==> src/rtl/shift_issue_stage.sv <==
// Issue stage ahead of the combinational shifter: a 2-entry FIFO with a valid/ready handshake.
// Operand B is split at write time into a shift amount and an oversize flag; opcode 11 is dropped.
module shift_issue_stage #(
  parameter int N  = 32,
  parameter int SW = 5
) (
  input  logic          clk,
  input  logic          rstb,
  input  logic          in_valid,
  output logic          in_ready,
  input  logic [1:0]    in_op,
  input  logic [N-1:0]  in_a,
  input  logic [N-1:0]  in_b,
  output logic          out_valid,
  input  logic          out_ready,
  output logic [1:0]    out_op,
  output logic [N-1:0]  out_a,
  output logic [SW-1:0] out_shamt,
  output logic          out_oversize,
  output logic [1:0]    occupancy,
  output logic          err_illegal
);

  localparam logic [1:0] OP_ILLEGAL = 2'b11;

  // Storage is deliberately not reset; it is only observed while counted valid.
  logic [1:0]    op_mem    [2];
  logic [N-1:0]  a_mem     [2];
  logic [SW-1:0] shamt_mem [2];
  logic          ovs_mem   [2];

  logic [1:0] count_reg;
  logic       wr_ptr_reg;
  logic       rd_ptr_reg;
  logic       err_reg;

  logic accept;
  logic enq;
  logic deq;

  assign in_ready  = rstb && (count_reg != 2'd2);
  assign out_valid = (count_reg != 2'd0);
  assign accept    = in_valid && in_ready;
  assign enq       = accept && (in_op != OP_ILLEGAL);
  assign deq       = out_valid && out_ready;

  always_ff @(posedge clk) begin
    if (enq) begin
      op_mem[wr_ptr_reg]    <= in_op;
      a_mem[wr_ptr_reg]     <= in_a;
      shamt_mem[wr_ptr_reg] <= in_b[SW-1:0];
      ovs_mem[wr_ptr_reg]   <= |in_b[N-1:SW];
    end
  end

  always_ff @(posedge clk) begin
    if (!rstb) begin
      count_reg  <= 2'd0;
      wr_ptr_reg <= 1'b0;
      rd_ptr_reg <= 1'b0;
      err_reg    <= 1'b0;
    end else begin
      if (enq) wr_ptr_reg <= ~wr_ptr_reg;
      if (deq) rd_ptr_reg <= ~rd_ptr_reg;
      if (enq && !deq)      count_reg <= count_reg + 2'd1;
      else if (!enq && deq) count_reg <= count_reg - 2'd1;
      if (accept && (in_op == OP_ILLEGAL)) err_reg <= 1'b1;
    end
  end

  assign out_op       = op_mem[rd_ptr_reg];
  assign out_a        = a_mem[rd_ptr_reg];
  assign out_shamt    = shamt_mem[rd_ptr_reg];
  assign out_oversize = ovs_mem[rd_ptr_reg];
  assign occupancy    = count_reg;
  assign err_illegal  = err_reg;

endmodule

==> config.mk <==
export PLATFORM = sky130hd
export DESIGN_NAME = shift_issue_stage
export DESIGN_NICKNAME = d
export VERILOG_FILES = /design/src/rtl/shift_issue_stage.sv
export SDC_FILE = /design/constraint.sdc
export NUM_CORES = 1
export LEC_CHECK = 0
export CORE_MARGIN = 2
export CORE_UTILIZATION = 44
export DETAILED_ROUTE_END_ITERATION = 16
export GPL_ROUTABILITY_DRIVEN = 0
export PLACE_DENSITY = 0.79
export SKIP_LAST_GASP = 1
export SLEW_MARGIN = 20
export SYNTH_ARGS = -nofsm -noshare
export SYNTH_HDL_FRONTEND = slang
export SYNTH_SLANG_ARGS = --single-unit
==> constraint.sdc <==
create_clock -name clk -period 3.7 [get_ports clk]
set_clock_uncertainty 0.2 [all_clocks]
set_input_delay 0.37 -clock clk [delete_from_list [all_inputs] [get_ports clk]]
set_output_delay 0.37 -clock clk [all_outputs]
set_load 0.02 [all_outputs]
==> results of run 1 <==
[worst paths after layout]
| path | start | to | slack, ns | cells past startpoint |
|---|---|---|---|---|
| max | flip-flop | out_a[1] | 0.92 | 3 |
| min | err_illegal | err_illegal | 0.30 | 1 |
| max reg2reg | occupancy[0] | a_mem[1][25] | 1.49 | 4 |
| min reg2reg | err_illegal | err_illegal | 0.30 | 1 |
[area by class of cell]
type	instances	area (sq um)
Multi-Input combinational cell	72	684.4
Clock buffer	10	127.6
Fill cell	507	2505
Timing Repair Buffer	118	1184
Clock inverter	5	27.53
Sequential cell	86	2524
Tap cell	99	123.9
[synth_stat cells (all sizes together)]
master and n:
nand2 3, nand4 1, nor3 2, nor4 6
or3 1, dfxtp 6, xnor2 2, and4 1
o21a 1, edfxtp 80, ha 1, mux2 40
nor3b 1, mux2i 1, or2 1, nor2b 3
buf 4, a21boi 1, o21ai 2, and2 4
xor2 1
[critical path: stages (launching register included)]
cell and delay [ns]:
dfxtp_2 0.50, buf_4 0.42, mux2_2 0.40, clkdlybuf4s50_1 0.54
[power by group]
group / internal (W) / switching, W / leakage (nW)
sequential: 0.00115 / 0.0000496 / 0.775
combinational: 0.000461 / 0.000379 / 0.690
clock: 0.000235 / 0.000298 / 0.0732
total: 0.00185 / 0.000727 / 1.54
[routing by layer]
metal  wire (microns)  track usage, %  share of wire [%]
met2             3060           26.94                 51
met4               65           6.513                1.1
met5                0               0                  0
met3              436           4.617                7.3
met1             2424           17.46                 40
[through the flow]
step | util (%) | instance area, sq um
2_1_floorplan | - | 3218
3_3_place_gp | 62.93 | 4516
3_5_place_dp | 62.93 | 4516
4_1_cts | 65.09 | 4671
5_1_grt | 65.09 | 4671
6_report | 65.09 | 4671
[cell families (layout without fill, tap and decap cells)]
| kind of cell | after synthesis | in the layout | synth area share [%] |
|---|---|---|---|
| DFF | 86 | 86 | 78.38 |
| muxes | 41 | 41 | 14.31 |
| and+or+nand+nor | 23 | 23 | 4.705 |
| AOI/OAI and AO/OA | 4 | 4 | 0.7775 |
| buffers and inverters | 4 | 133 | 0.6221 |
| xor gates and xnor gates | 3 | 3 | 0.8166 |
| adders and majority gates | 1 | 1 | 0.3887 |
==> results.cfg, run 1 <==
[status]
status = finished, final reports clean

[detailed_routing]
wl_per_cell_microns = 15.35
routed_via_density = 4.779
first_iter_violations = 97
routed_wl_mm = 5.987
antenna_left = 0
drc = 0
first_pass_iters = 4
via_count = 1864

[sta]
final_max_slew_viol_count = 0
period_minus_slack_ns = 2.781
fin_ws_ns = 0.9189
fin_crit_sh_pct = 75.17
hold_slack_ns = 0.2951
fmax_mhz = 359.6
slew_headroom_pct = 59.72
worst_pin_slew_ns = 0.6043
setup_viol = 0
rsz0062_at_grt = no
hold_viol_final = 0
fin_setup_tns_ns = 0

[critical_path]
cp_max_fo = 29
crit_arrival_ns = 2.21
crit_type = flip-flop to output pin
endpoint_kind = output pin
critPathRequiredTime_ns = 3.13
critical_path.startpoint_type = flip-flop

[final_layout]
nets = 358
area.growth.synth_to_final_pct = 45.14
most-common-layout-cells = 114 x clkdlybuf4s50_1, 80 x edfxtp_1, 40 x mux2_2
final_common_cell = clkdlybuf4s50_1
largest_reg_flops = 64
largest_registers = a_mem (64), shamt_mem (10), op_mem (4)
final_cells = 390
regMostFlops = a_mem
antenna_cells = 0
layout-drive-gt1-share_pct = 21.31

[synthesis]
ys_warn_count = 0
yosysUniqueCellTypes = 23
synth_area_leader_cell = edfxtp_1
synthTopCellsByArea = edfxtp_1 75%, mux2_2 14%, dfxtp_1 3.7%, nor4_1 1.2%, and2_1 0.78%
seq_area_frac_synth_pct = 78.38
synth_fp_nets = 233
syn_area_per_cell_sq_um = 19.86
netlist_instances = 162
netlist.area_leader.share_pct = 74.65
synth_area_sq_um = 3218
ys_ff_latch = 86

[clock_tree]
cts_setup_buffers = 0
path_clk_slew_ns = 0.08
clk_latency_ns = 0.33
cts_root_buffer = clkbuf_8
cts.path.max_buffers = 2
h-tree-depth = 3
clock-sinks = 86
cts_inserted_buffers = 9
post_cts_resized = 0
hold_buffers = 0
cts_tree = built

[grt]
grt-ovfl-total = 0
gr-usage-all-layers_pct = 15.38
grt_pass1_wl_mm = 8.907
antenna_found_initial = 0
grt_max_degree = 41
grt_pass1_vias = 1855

[floorplanning]
num_rows = 31
start_util_pct = 44.85
die_area_sq_um = 8014
die_y_microns = 89.52
die_width_microns = 89.52
ioPinCount = 115
core_sq_um = 7176

[power]
p_leak_nw = 1.538
peakVddDrop_uv = 273.7
total_power_w = 0.002572
power_density_nw_per_um2 = 550.7

[place]
pre_cts_slack_ns = 0.8789
port_buffers = 114
placed_cells = 375
dp_hpwl_mm = 4.130

[flow_run]
drv_cap = 0

[hold_path]
hp-class = flip-flop to flip-flop
No activity file was read; power rests on OpenSTA's default activity.
==> run 2: changes to the inputs <==
- clock period: 3.7 -> 2.8 ns (I/O delays scaled with it)
==> results.cfg, run 2 (synthesis results as in run 1) <==
[grt]
gr-usage-all-layers_pct = 14.78
antenna_found_initial = 0
grt_max_degree = 30
grt_pass1_wl_mm = 8.645
grt-ovfl-total = 0
grt_pass1_vias = 1955

[final_layout]
area.growth.synth_to_final_pct = 46.35
regMostFlops = a_mem
largest_reg_flops = 64
antenna_cells = 0
largest_registers = a_mem (64), shamt_mem (10), op_mem (4)
final_common_cell = clkdlybuf4s50_1
design_area_sq_um = 4710
nets = 360
most-common-layout-cells = 114 x clkdlybuf4s50_1, 80 x edfxtp_1, 40 x mux2_2
finalCoreUtilization_pct = 65.63
layout-drive-gt1-share_pct = 23.13

[clock_tree]
cts_inserted_buffers = 9
clk_latency_ns = 0.33
cts_setup_buffers = 0
path_clk_slew_ns = 0.09
post_cts_resized = 0
clock-sinks = 86
hold_buffers = 0
cts_root_buffer = clkbuf_8
cts_tree = built
cts.path.max_buffers = 2
h-tree-depth = 3

[sta]
slew_headroom_pct = 81.53
fin_ws_ns = 0.4566
rsz0062_at_grt = no
fin_setup_tns_ns = 0
period_minus_slack_ns = 2.343
fin_crit_sh_pct = 83.69
hold_viol_final = 0
fmax_mhz = 426.7
setup_viol = 0
worst_pin_slew_ns = 0.2771
final_max_slew_viol_count = 0

[critical_path]
max_stage_delay_ns = 0.54
cp_max_fo = 20
crit_arrival_ns = 1.86
cpMaxStageDelayCell = clkdlybuf4s50_1
rrSetupSlack_ns = 0.85
endpoint_kind = output pin
path_cells = buf_4 -> mux2_2 -> clkdlybuf4s50_1
critPathRequiredTime_ns = 2.32
crit_type = flip-flop to output pin
critical_path.startpoint_type = flip-flop

[detailed_routing]
via_count = 1880
first_pass_iters = 4
routed_via_density = 4.784
drc = 0
first_iter_violations = 67
routed_wl_mm = 5.973
antenna_left = 0
wl_per_cell_microns = 15.20

[flow_run]
drv_cap = 0

[floorplanning]
die_width_microns = 89.52
die_area_sq_um = 8014
die_y_microns = 89.52
start_util_pct = 44.85
num_rows = 31
ioPinCount = 115
core_sq_um = 7176

[place]
port_buffers = 114
pre_cts_slack_ns = 0.3520
dp_hpwl_mm = 4.205
place_area_sq_um = 4531

[power]
peakVddDrop_uv = 384.4
power_density_nw_per_um2 = 738.8
total_power_w = 0.003479
p_leak_nw = 1.562

[status]
status = finished, final reports clean

[hold_path]
hp-class = flip-flop to flip-flop
## run 2: cell types whose count changed in the layout (fill, tap and decap cells not counted)
cell | previous run | this run
clkbuf_1 | 1 | 0
buf_4 | 3 | 5
inv_6 | 0 | 3
clkinv_1 | 2 | 0
clkinv_4 | 0 | 1
## run 2: critical path, delay by kind of cell, from the launching register on
| family | cells | cell delay, ns |
|---|---|---|
| buffers and inverters | 2 | 0.81 |
| muxes | 1 | 0.38 |
| DFF | 1 | 0.33 |
## run 2: layer usage
metal | share of wire (%) | GRT usage (%) | vias to the layer above
met5 | 0 | 0 | -
met4 | 1.1 | 4.478 | 0
met3 | 6.1 | 5.817 | 6
met2 | 51 | 25.66 | 77
met1 | 42 | 16.89 | 904
li1 | - | - | 893
## run 2: power by group
| group | switching [W] | leakage [nW] | internal [W] | total [W] |
|---|---|---|---|---|
| registers | 0.0000453 | 0.775 | 0.00152 | 0.00156 |
| clock network | 0.000441 | 0.0866 | 0.000331 | 0.000772 |
| logic | 0.000525 | 0.701 | 0.000618 | 0.00114 |
| total | 0.00101 | 1.56 | 0.00247 | 0.00348 |
## run 2: worst paths after layout
path                     start           end  cells past startpoint
hold / removal     err_illegal   err_illegal                      1
hold reg to reg    err_illegal   err_illegal                      1
setup / recovery     flip-flop  out_shamt[1]                      3
setup reg to reg  occupancy[0]  occupancy[1]                      5
## run 2: area by class of cell
type,count,area (sq um)
Timing Repair Buffer,120,1199
Clock buffer,9,123.9
Multi-Input combinational cell,72,684.4
Clock inverter,7,55.05
Fill cell,513,2466
Tap cell,99,123.9
Sequential cell,86,2524
## run 2: stage by stage
step,std cells,hold WS [ns]
6_report,393,0.2798
5_1_grt,393,0.2954
4_1_cts,393,0.2833
3_5_place_dp,377,0.2636
3_3_place_gp,377,0.2575
2_1_floorplan,162,0.1789
